## config.mk

```make
export PLATFORM = sky130hd
export DESIGN_NAME = funnel_shift_pipe
export DESIGN_NICKNAME = d
export VERILOG_FILES = /design/src/rtl/shifter_pkg.sv /design/src/rtl/funnel_level.sv /design/src/rtl/funnel_shift_pipe.sv
export SDC_FILE = /design/constraint.sdc
export NUM_CORES = 1
export LEC_CHECK = 0
export CAP_MARGIN = 20
export CORE_MARGIN = 10
export CORE_UTILIZATION = 30
export DETAILED_ROUTE_END_ITERATION = 10
export PLACE_DENSITY = 0.48
export SLEW_MARGIN = 30
export SYNTH_ARGS = -nofsm -noshare
export SYNTH_HDL_FRONTEND = slang
export SYNTH_SLANG_ARGS = --single-unit
```

## constraint.sdc

```tcl
create_clock -name clk -period 3.07 [get_ports clk]
set_clock_uncertainty 0.1 [all_clocks]
set_input_delay 0.4605 -clock clk [delete_from_list [all_inputs] [get_ports clk]]
set_output_delay 0.4605 -clock clk [all_outputs]
set_load 0.05 [all_outputs]
```

## src/rtl/shifter_pkg.sv

```systemverilog
// shifter_pkg: op codes, per-op funnel decode and bit-reverse helper for funnel_shift_pipe.
package shifter_pkg;
    localparam int MAXW = 64;

    typedef enum logic [3:0] {
        OP_SRL = 4'd0,
        OP_SRA = 4'd1,
        OP_SLL = 4'd2,
        OP_SRO = 4'd3,
        OP_SLO = 4'd4,
        OP_ROR = 4'd5,
        OP_ROL = 4'd6,
        OP_FSR = 4'd7,
        OP_FSL = 4'd8
    } op_e;

    typedef enum logic [2:0] {H_ZERO, H_SIGN, H_ONES, H_A, H_B} h_sel_e;
    typedef enum logic {L_A, L_ZERO} l_sel_e;

    typedef struct packed {
        h_sel_e h;
        l_sel_e l;
        logic   rev;
        logic   ill;
    } dec_t;

    // Left ops reuse the right funnel on bit-reversed operands; illegal ops funnel zeros.
    function automatic dec_t decode(input logic [3:0] op);
        dec_t d;
        d = '{h: H_ZERO, l: L_A, rev: 1'b0, ill: 1'b0};
        case (op)
            OP_SRL: d.h = H_ZERO;
            OP_SRA: d.h = H_SIGN;
            OP_SLL: d.rev = 1'b1;
            OP_SRO: d.h = H_ONES;
            OP_SLO: begin d.h = H_ONES; d.rev = 1'b1; end
            OP_ROR: d.h = H_A;
            OP_ROL: begin d.h = H_A; d.rev = 1'b1; end
            OP_FSR: d.h = H_B;
            OP_FSL: begin d.h = H_B; d.rev = 1'b1; end
            default: begin d.l = L_ZERO; d.ill = 1'b1; end
        endcase
        return d;
    endfunction

    function automatic logic [MAXW-1:0] bitrev(input logic [MAXW-1:0] x, input int w);
        logic [MAXW-1:0] r;
        r = '0;
        for (int i = 0; i < MAXW; i++)
            if (i < w) r[i] = x[w-1-i];
        return r;
    endfunction
endpackage

```

## src/rtl/funnel_level.sv

```systemverilog
// funnel_level: one mux level of the right funnel, shifting {h,l} right by W when sel_i is set.
module funnel_level #(
    parameter int XLEN = 32,
    parameter int W    = 1
) (
    input  logic            sel_i,
    input  logic [XLEN-1:0] h_i,
    input  logic [XLEN-1:0] l_i,
    output logic [XLEN-1:0] h_o,
    output logic [XLEN-1:0] l_o
);
    assign l_o = sel_i ? {h_i[W-1:0], l_i[XLEN-1:W]} : l_i;
    assign h_o = sel_i ? h_i >> W : h_i;
endmodule

```

## src/rtl/funnel_shift_pipe.sv

```systemverilog
// funnel_shift_pipe: pipelined shift/rotate/funnel unit built on a single right funnel {H,L}>>s
// with per-stage valid bits and collapsing bubbles.
module funnel_shift_pipe
    import shifter_pkg::*;
#(
    parameter int XLEN   = 32,
    parameter int STAGES = 2,
    parameter int TAGW   = 4
) (
    input  logic                    clk,
    input  logic                    resetn,
    input  logic                    in_valid,
    output logic                    in_ready,
    input  logic [3:0]              in_op,
    input  logic [XLEN-1:0]         in_a,
    input  logic [XLEN-1:0]         in_b,
    input  logic [$clog2(XLEN)-1:0] in_shamt,
    input  logic [TAGW-1:0]         in_tag,
    output logic                    out_valid,
    input  logic                    out_ready,
    output logic [XLEN-1:0]         out_y,
    output logic                    out_err,
    output logic [TAGW-1:0]         out_tag
);
    localparam int LW   = $clog2(XLEN);
    localparam int LAST = STAGES - 1;

    function automatic logic [XLEN-1:0] rev(input logic [XLEN-1:0] x);
        return XLEN'(bitrev(MAXW'(x), XLEN));
    endfunction

    logic [STAGES-1:0] vld_q, vld_in, adv, err_q, err_in;
    logic              rev_q  [STAGES];
    logic              rev_in [STAGES];
    logic [XLEN-1:0]   h_q    [STAGES];
    logic [XLEN-1:0]   l_q    [STAGES];
    logic [XLEN-1:0]   h_in   [STAGES];
    logic [XLEN-1:0]   l_in   [STAGES];
    logic [XLEN-1:0]   h_d    [STAGES];
    logic [XLEN-1:0]   l_mid  [STAGES];
    logic [XLEN-1:0]   l_d    [STAGES];
    logic [LW-1:0]     sh_q   [STAGES];
    logic [LW-1:0]     sh_in  [STAGES];
    logic [TAGW-1:0]   tag_q  [STAGES];
    logic [TAGW-1:0]   tag_in [STAGES];
    logic [XLEN-1:0]   lh     [LW];
    logic [XLEN-1:0]   ll     [LW];

    dec_t            dec;
    logic [XLEN-1:0] h0, l0;
    logic            full;

    always_comb begin
        dec = decode(in_op);
        h0  = dec.h == H_SIGN ? {XLEN{in_a[XLEN-1]}} :
              dec.h == H_ONES ? {XLEN{1'b1}} :
              dec.h == H_A    ? in_a :
              dec.h == H_B    ? in_b : '0;
        l0  = dec.l == L_A ? in_a : '0;
    end

    // A stage may move when any stage from it to the output is empty, or the output is taken.
    always_comb begin
        full = 1'b1;
        adv  = '0;
        for (int k = STAGES - 1; k >= 0; k--) begin
            full   = full & vld_q[k];
            adv[k] = out_ready || !full;
        end
    end

    for (genvar k = 0; k < STAGES; k++) begin : g_stg
        if (k == 0) begin : g_first
            assign vld_in[k] = in_valid;
            assign h_in[k]   = dec.rev ? rev(h0) : h0;
            assign l_in[k]   = dec.rev ? rev(l0) : l0;
            assign sh_in[k]  = in_shamt;
            assign rev_in[k] = dec.rev;
            assign err_in[k] = dec.ill;
            assign tag_in[k] = in_tag;
        end else begin : g_next
            assign vld_in[k] = vld_q[k-1];
            assign h_in[k]   = h_q[k-1];
            assign l_in[k]   = l_q[k-1];
            assign sh_in[k]  = sh_q[k-1];
            assign rev_in[k] = rev_q[k-1];
            assign err_in[k] = err_q[k-1];
            assign tag_in[k] = tag_q[k-1];
        end
        if (k == LAST) begin : g_out
            assign l_d[k] = rev_in[k] ? rev(l_mid[k]) : l_mid[k];
        end else begin : g_mid
            assign l_d[k] = l_mid[k];
        end
    end

    // Levels go from the largest weight down; level i lives in stage (i*STAGES)/LW.
    for (genvar i = 0; i < LW; i++) begin : g_lvl
        localparam int K = (i * STAGES) / LW;
        logic [XLEN-1:0] hi, li;
        if (i == 0 || ((i - 1) * STAGES) / LW != K) begin : g_head
            assign hi = h_in[K];
            assign li = l_in[K];
        end else begin : g_chain
            assign hi = lh[i-1];
            assign li = ll[i-1];
        end
        funnel_level #(.XLEN(XLEN), .W(1 << (LW - 1 - i))) u_lvl (
            .sel_i (sh_in[K][LW-1-i]),
            .h_i   (hi),
            .l_i   (li),
            .h_o   (lh[i]),
            .l_o   (ll[i])
        );
        if (i == LW - 1 || ((i + 1) * STAGES) / LW != K) begin : g_tail
            assign h_d[K]   = lh[i];
            assign l_mid[K] = ll[i];
        end
    end

    always_ff @(posedge clk or negedge resetn) begin
        if (!resetn) begin
            vld_q <= '0;
            err_q <= '0;
            for (int k = 0; k < STAGES; k++) begin
                h_q[k]   <= '0;
                l_q[k]   <= '0;
                sh_q[k]  <= '0;
                rev_q[k] <= 1'b0;
                tag_q[k] <= '0;
            end
        end else begin
            for (int k = 0; k < STAGES; k++) begin
                if (adv[k]) begin
                    vld_q[k] <= vld_in[k];
                    if (vld_in[k]) begin
                        h_q[k]   <= h_d[k];
                        l_q[k]   <= l_d[k];
                        sh_q[k]  <= sh_in[k];
                        rev_q[k] <= rev_in[k];
                        err_q[k] <= err_in[k];
                        tag_q[k] <= tag_in[k];
                    end
                end
            end
        end
    end

    assign in_ready  = adv[0];
    assign out_valid = vld_q[LAST];
    assign out_y     = l_q[LAST];
    assign out_err   = err_q[LAST];
    assign out_tag   = tag_q[LAST];
endmodule

```

## Word level (Yosys, flattened, before mapping)

Index checks and enable logic that the tools add are counted.

- Register bits: 82
- Bits in latches: 0
- Memory bits (writable): 0
- Memory bits (read-only): 0
- Output and inout port bits: 39
- Word-level logic and storage cells: 56
- Memories kept: 0

- $add $sub $neg: 0
- $mul: 0
- Divide/modulo/power cells: 0
- $lt $le $gt $ge: 0
- Eq/ne operators: 12
- Shift operators: 0
- Mux-type cells: 20
- Bitwise operators: 1
- Reductions and logical operators: 12

Operators with widths:

| cell | number |
|---|---|
| $mux W32 | 12 |
| $mux W31 | 1 |
| $eq A4 B3 Y1 const B | 4 |
| $mux W15 | 1 |
| $pmux W3 S4 | 1 |
| $reduce_or A9 Y1 | 1 |
| $eq A4 B2 Y1 const B | 2 |
| $mux W7 | 1 |
| $eq A3 B2 Y1 const B | 2 |
| $reduce_or A2 Y1 | 3 |
| $eq A4 B1 Y1 const B | 1 |
| $eq A4 B4 Y1 const B | 1 |
| $logic_not A4 Y1 | 1 |
| $reduce_and A2 Y1 | 2 |
| $reduce_or A4 Y1 | 1 |
| $eq A3 B1 Y1 const B | 1 |
| $eq A3 B3 Y1 const B | 1 |
| $mux W1 | 3 |
| $mux W3 | 1 |
| $logic_not A1 Y1 | 2 |
| $logic_or A1 B1 Y1 | 2 |
| $and A1 B1 Y1 | 1 |

## Longest topological paths before layout

- Word-level depth: 12
- Depth in mapped cells: 12

## Hierarchy

From an unflattened synthesis, not the netlist that was laid out.

- Cells, all modules: 994
- Area total of the unflattened synthesis: 11174.5 sq um

By module, submodules not included:

| module | times used | cells each | area an instance (sq um) | sequential area each (sq um) |
|---|---|---|---|---|
| funnel_shift_pipe | 1 | 639 | 6105.9 | 2777.7 |
| funnel_level at g_lvl[4].u_lvl | 1 | 71 | 1068.5 | 0.0 |
| funnel_level at g_lvl[3].u_lvl | 1 | 71 | 1054.8 | 0.0 |
| funnel_level at g_lvl[2].u_lvl | 1 | 71 | 1033.5 | 0.0 |
| funnel_level at g_lvl[1].u_lvl | 1 | 71 | 998.5 | 0.0 |
| funnel_level at g_lvl[0].u_lvl | 1 | 71 | 913.4 | 0.0 |

## Worst setup path before layout

OpenSTA, ideal clock, no wires.

- Path type: input to register
- Start: in in_op[2]
- End: reg l_q (netlist bit g_lvl[3].li[26])
- Data arrival time: 2.474 ns
- Data required time: 2.844 ns
- Setup slack: 0.370 ns
- Cell stages on the path: 9
- Buffers on the path: 3
- Cells stage by stage: buf_6 or4b_4 buf_6 o21ai_4 buf_6 nand2_2 o22a_1 mux4_2 a221o_1

- Cells in the longest elaborated chain, start to end: 12
- Elaborated cells on any way between the ends: 31
- Classes of those cells: eq/ne (12); mux (13); reduce/logical (6)

RTL lines:

| item | RTL line | source |
|---|---|---|
| start, declared | funnel_shift_pipe.sv:14 | `input logic [3:0] in_op,` |
| $eq A4 B4 Y1, or another cell as far along | shifter_pkg.sv:31 | `case (op)` |
| $reduce_or A2 Y1 (no line) | -- |  |
| $pmux W3 S4 | shifter_pkg.sv:31 |  |
| $eq A3 B3 Y1 | funnel_shift_pipe.sv:58 | `dec.h == H_B ? in_b : '0;` |
| $mux W32 | funnel_shift_pipe.sv:58 |  |
| $mux W32 | funnel_shift_pipe.sv:57 | `dec.h == H_A ? in_a :` |
| $mux W32 | funnel_shift_pipe.sv:56 | `dec.h == H_ONES ? {XLEN{1'b1}} :` |
| $mux W32 | funnel_shift_pipe.sv:55 | `h0 = dec.h == H_SIGN ? {XLEN{in_a[XLEN-1]}} :` |
| $mux W31 | funnel_shift_pipe.sv:75 | `assign h_in[k] = dec.rev ? rev(h0) : h0;` |
| $mux W32 / $mux W15 (equally long branches) | funnel_level.sv:12, funnel_level.sv:13 |  |
| $mux W32 * (2 in a row) | funnel_level.sv:12 | `assign l_o = sel_i ? {h_i[W-1:0], l_i[XLEN-1:W]} : l_i;` |
| end signal, assigned by index | funnel_shift_pipe.sv:138 | `l_q[k] <= l_d[k];` |
| end, declared | funnel_shift_pipe.sv:36 | `logic [XLEN-1:0] l_q [STAGES];` |

Every way passes the cells marked *; elsewhere a longest branch is shown, timed or not.
A chain may end at the register's enable or synchronous reset.

## Worst setup path in the final report

- Start: in in_op[0]
- End: reg l_q (netlist bit g_lvl[3].li[2])

- Cells in the longest elaborated chain, start to end: 7
- Elaborated cells on any way between the ends: 17
- Classes of those cells: eq/ne (8); mux (6); reduce/logical (3)

RTL lines:

| item | RTL line | source |
|---|---|---|
| $eq A4 B4 Y1, or another cell as far along | shifter_pkg.sv:31 |  |
| $reduce_or A9 Y1 (no line) / $reduce_or A4 Y1 (equally long branches) | -- |  |
| $mux W32 / $mux W1 (equally long branches) | funnel_shift_pipe.sv:59, shifter_pkg.sv:31 |  |
| $mux W32 * | funnel_shift_pipe.sv:76 | `assign l_in[k] = dec.rev ? rev(l0) : l0;` |
| $mux W32 * (3 in a row) | funnel_level.sv:12 |  |

Marked as above.

==> impl_results.md <==
- CP Capture Type: flop
- Nets: 1078
- H-Tree Depth: 3
- Setup bufs post-CTS: 0
- EDFF count, synth: 0
- Tcrit/Tclk final: 95.2%
- Maxcap violations: 0
- First-pass GRT wire length: 42600 um
- Syn Nets: 924
- Yosys warnings: 0
- Port-buffer cells: 119
- Required @ worst endpoint: 3.25 ns
- GRT overflow: 0
- Hold WC Path Type: in -> async
- Max VDD drop: 0.333 mV
- Die width: 176 um
- # setup viols final: 0
- Die area: 31000 um2
- Initial antenna violation count: 0
- Boundary pin count: 120
- Crit path time final: 2.92 ns
- Row Count: 57
- Worst Tran Pin Value: 0.837 ns
- DRT antenna net count: 0
- Total GRT Usage: 17.1%
- Pleak: 3.85 nW
- Yosys cell types: 58
- Starting DRC count in detailed routing: 813
- Vias in the first global route: 7172
- Commonest non-fill, non-tap cell in the layout: nand2_1
- Final core utilization: 40.7%
- Die H: 176 um
- Pre-Repair DR Iteration Count: 6
- Synth Register Bits: 82
- Primary FF master, synth: dfrtp_1
- CP Launch Type: input pin
- CP max FO: 17
- Largest net degree at the start of global routing: 54
- TritonCTS Buffers: 9
- Slew margin rel.: 44.2%
- Slew Viols, Final: 0
- DRT Wirelength: 26800 um
- Post-DP HPWL: 21500 um
- PD cells: 543 nW/um2
- Area delta synth->final: 34.3%
- Final hold vios: 0
- Sequential cell area fraction in the yosys report: 28.1%
- Clock buffer depth: 2
- Asr flop ratio synth: 100%
- Post-CTS sizing: 0
- Setup CP Type: in -> reg
- Pwr Total: 5.32 mW
- WL/cell: 20.2 um
- CTS tree: yes
- Vias per cell: 5.57
- Mapped Area: 7300 um2
- Initial Utilization: 30.3%
- Final cell count without fillers: 1326
- Mean Syn Cell Area: 8.66 um2
- Most frequent cells in the layout: 125 x nand2_1, 117 x clkdlybuf4s50_1, 108 x buf_4, 82 x o21ai_0, 81 x dfrtp_1
- Register Area: 2050 um2
- Gate Count Post-Synth: 843
- Vias: 7387
- Routability congestion estimate: 0.865
- Clk slew on worst S/H paths: 0.06 ns
- # fillers: 2473
- Root Buffer: clkbuf_16
- Fmax achieved: 342 MHz
- Placed Cells: 1310
- RSZ-0062 raised after global routing: no
- Status: finished clean
- Layout cell share with drive strength beyond 1: 20.6%
- Arrival time at the worst endpoint: 3.10 ns
- Hold-fix buffers, CTS: 0
- Multi-input logic area: 4800 um2
- Core ar.: 24100 um2
- # diodes: 0
- Clk sinks: 82
- Clk_lat worst skew: 0.34 ns
- Drt drc: 0
## where the power goes
part | internal (mW) | switching (mW)
Sequential | 1.35 | 0.255
Combinational | 1.10 | 1.45
Clock | 0.718 | 0.454
Total | 3.17 | 2.16
## state kept, by name (all words and copies together) (netlist names), 2 cells and up
register  count
out_tag       4
out_y        32
tag_in        4
err_q         2
sh_in         2
vld_q         2
g_lvl.hi      3
g_lvl.li     32
## routing by layer
layer | up-vias | GRT usage (%) | part of all wire (%)
met3 | 18 | 3.37 | 6.8
met4 | 0 | 3.53 | 1.2
met1 | 3513 | 24.0 | 47
li1 | 3573 | - | -
met5 | - | 0 | 0
met2 | 283 | 26.6 | 45
## worst max-delay path, cell delays in order
cell	delay (ns)
clkdlybuf4s50_1	0.53
buf_4	0.22
inv_1	0.07
buf_4	0.23
a21oi_1	0.13
buf_4	0.21
or2_2	0.39
a21oi_1	0.21
a211oi_1	0.07
nor3_1	0.40
a221o_1	0.18
## cells in the mapped netlist (all sizes together), types with 17 or more instances
| library cell | instances | area share [%] |
|---|---|---|
| a211o | 23 | 2.8 |
| a211oi | 24 | 2.5 |
| a21oi | 77 | 5.3 |
| a22oi | 21 | 2.2 |
| buf | 39 | 3.0 |
| clkbuf | 54 | 2.8 |
| dfrtp | 82 | 28 |
| mux2 | 17 | 2.6 |
| mux2i | 42 | 5.8 |
| mux4 | 37 | 11 |
| nand2 | 127 | 6.6 |
| nor2 | 30 | 1.6 |
| o211ai | 32 | 3.3 |
| o21ai | 84 | 5.9 |
| o22ai | 19 | 1.6 |
## final timing paths
check / from / endpoint / slack [ns] / cells past startpoint
hold reg to reg: out_y[5]$_DFFE_PN0P_ / out_y[5]$_DFFE_PN0P_ / 0.37 / 2
hold / removal: resetn / out_y[14]$_DFFE_PN0P_ / 0.003 / 1
setup reg to reg: vld_q[0]$_DFFE_PN0N_ / g_lvl[3].li[2]$_DFFE_PN0P_ / 0.95 / 5
min in group clk: out_y[5]$_DFFE_PN0P_ / out_y[5]$_DFFE_PN0P_ / 0.37 / 2
max in group asynchronous: resetn / sh_in[0]$_DFFE_PN0P_ / 2.22 / 2
setup / recovery: in_op[0] / g_lvl[3].li[2]$_DFFE_PN0P_ / 0.15 / 11
## per-stage QoR
step	area, um2	hold WS [ns]	worst slack (ns)	TNS (ns)
finish	9800	0.00284	0.147	0
global route	9800	0.0402	0.00826	0
CTS	9800	0.0220	0.171	0
detailed placement	9480	0.369	-0.180	-3.11
global placement	9480	0.359	-0.188	-2.70
floorplan	7300	0.0649	0.370	0
## layout make-up
| class | instances | area share, % |
|---|---|---|
| flip-flops and latches | 82 | 20.9 |
| repair buffers | 236 | 22.3 |
| multi-input cells | 660 | 49.0 |
| clock inverters | 7 | 1.02 |
| inverters | 8 | 0.306 |
| well taps | 324 | 4.14 |
| clock buffers | 9 | 2.30 |
## cell families after synthesis
group                  after synthesis  synth area share, %
AO/OA/AOI/OAI                      364                 33.8
buffers and inverters              101                 6.17
flip-flops                          82                 28.1
multiplexers                        96                 19.8
AND/OR/NAND/NOR                    200                 12.1
No activity file was read; power rests on OpenSTA's default activity.
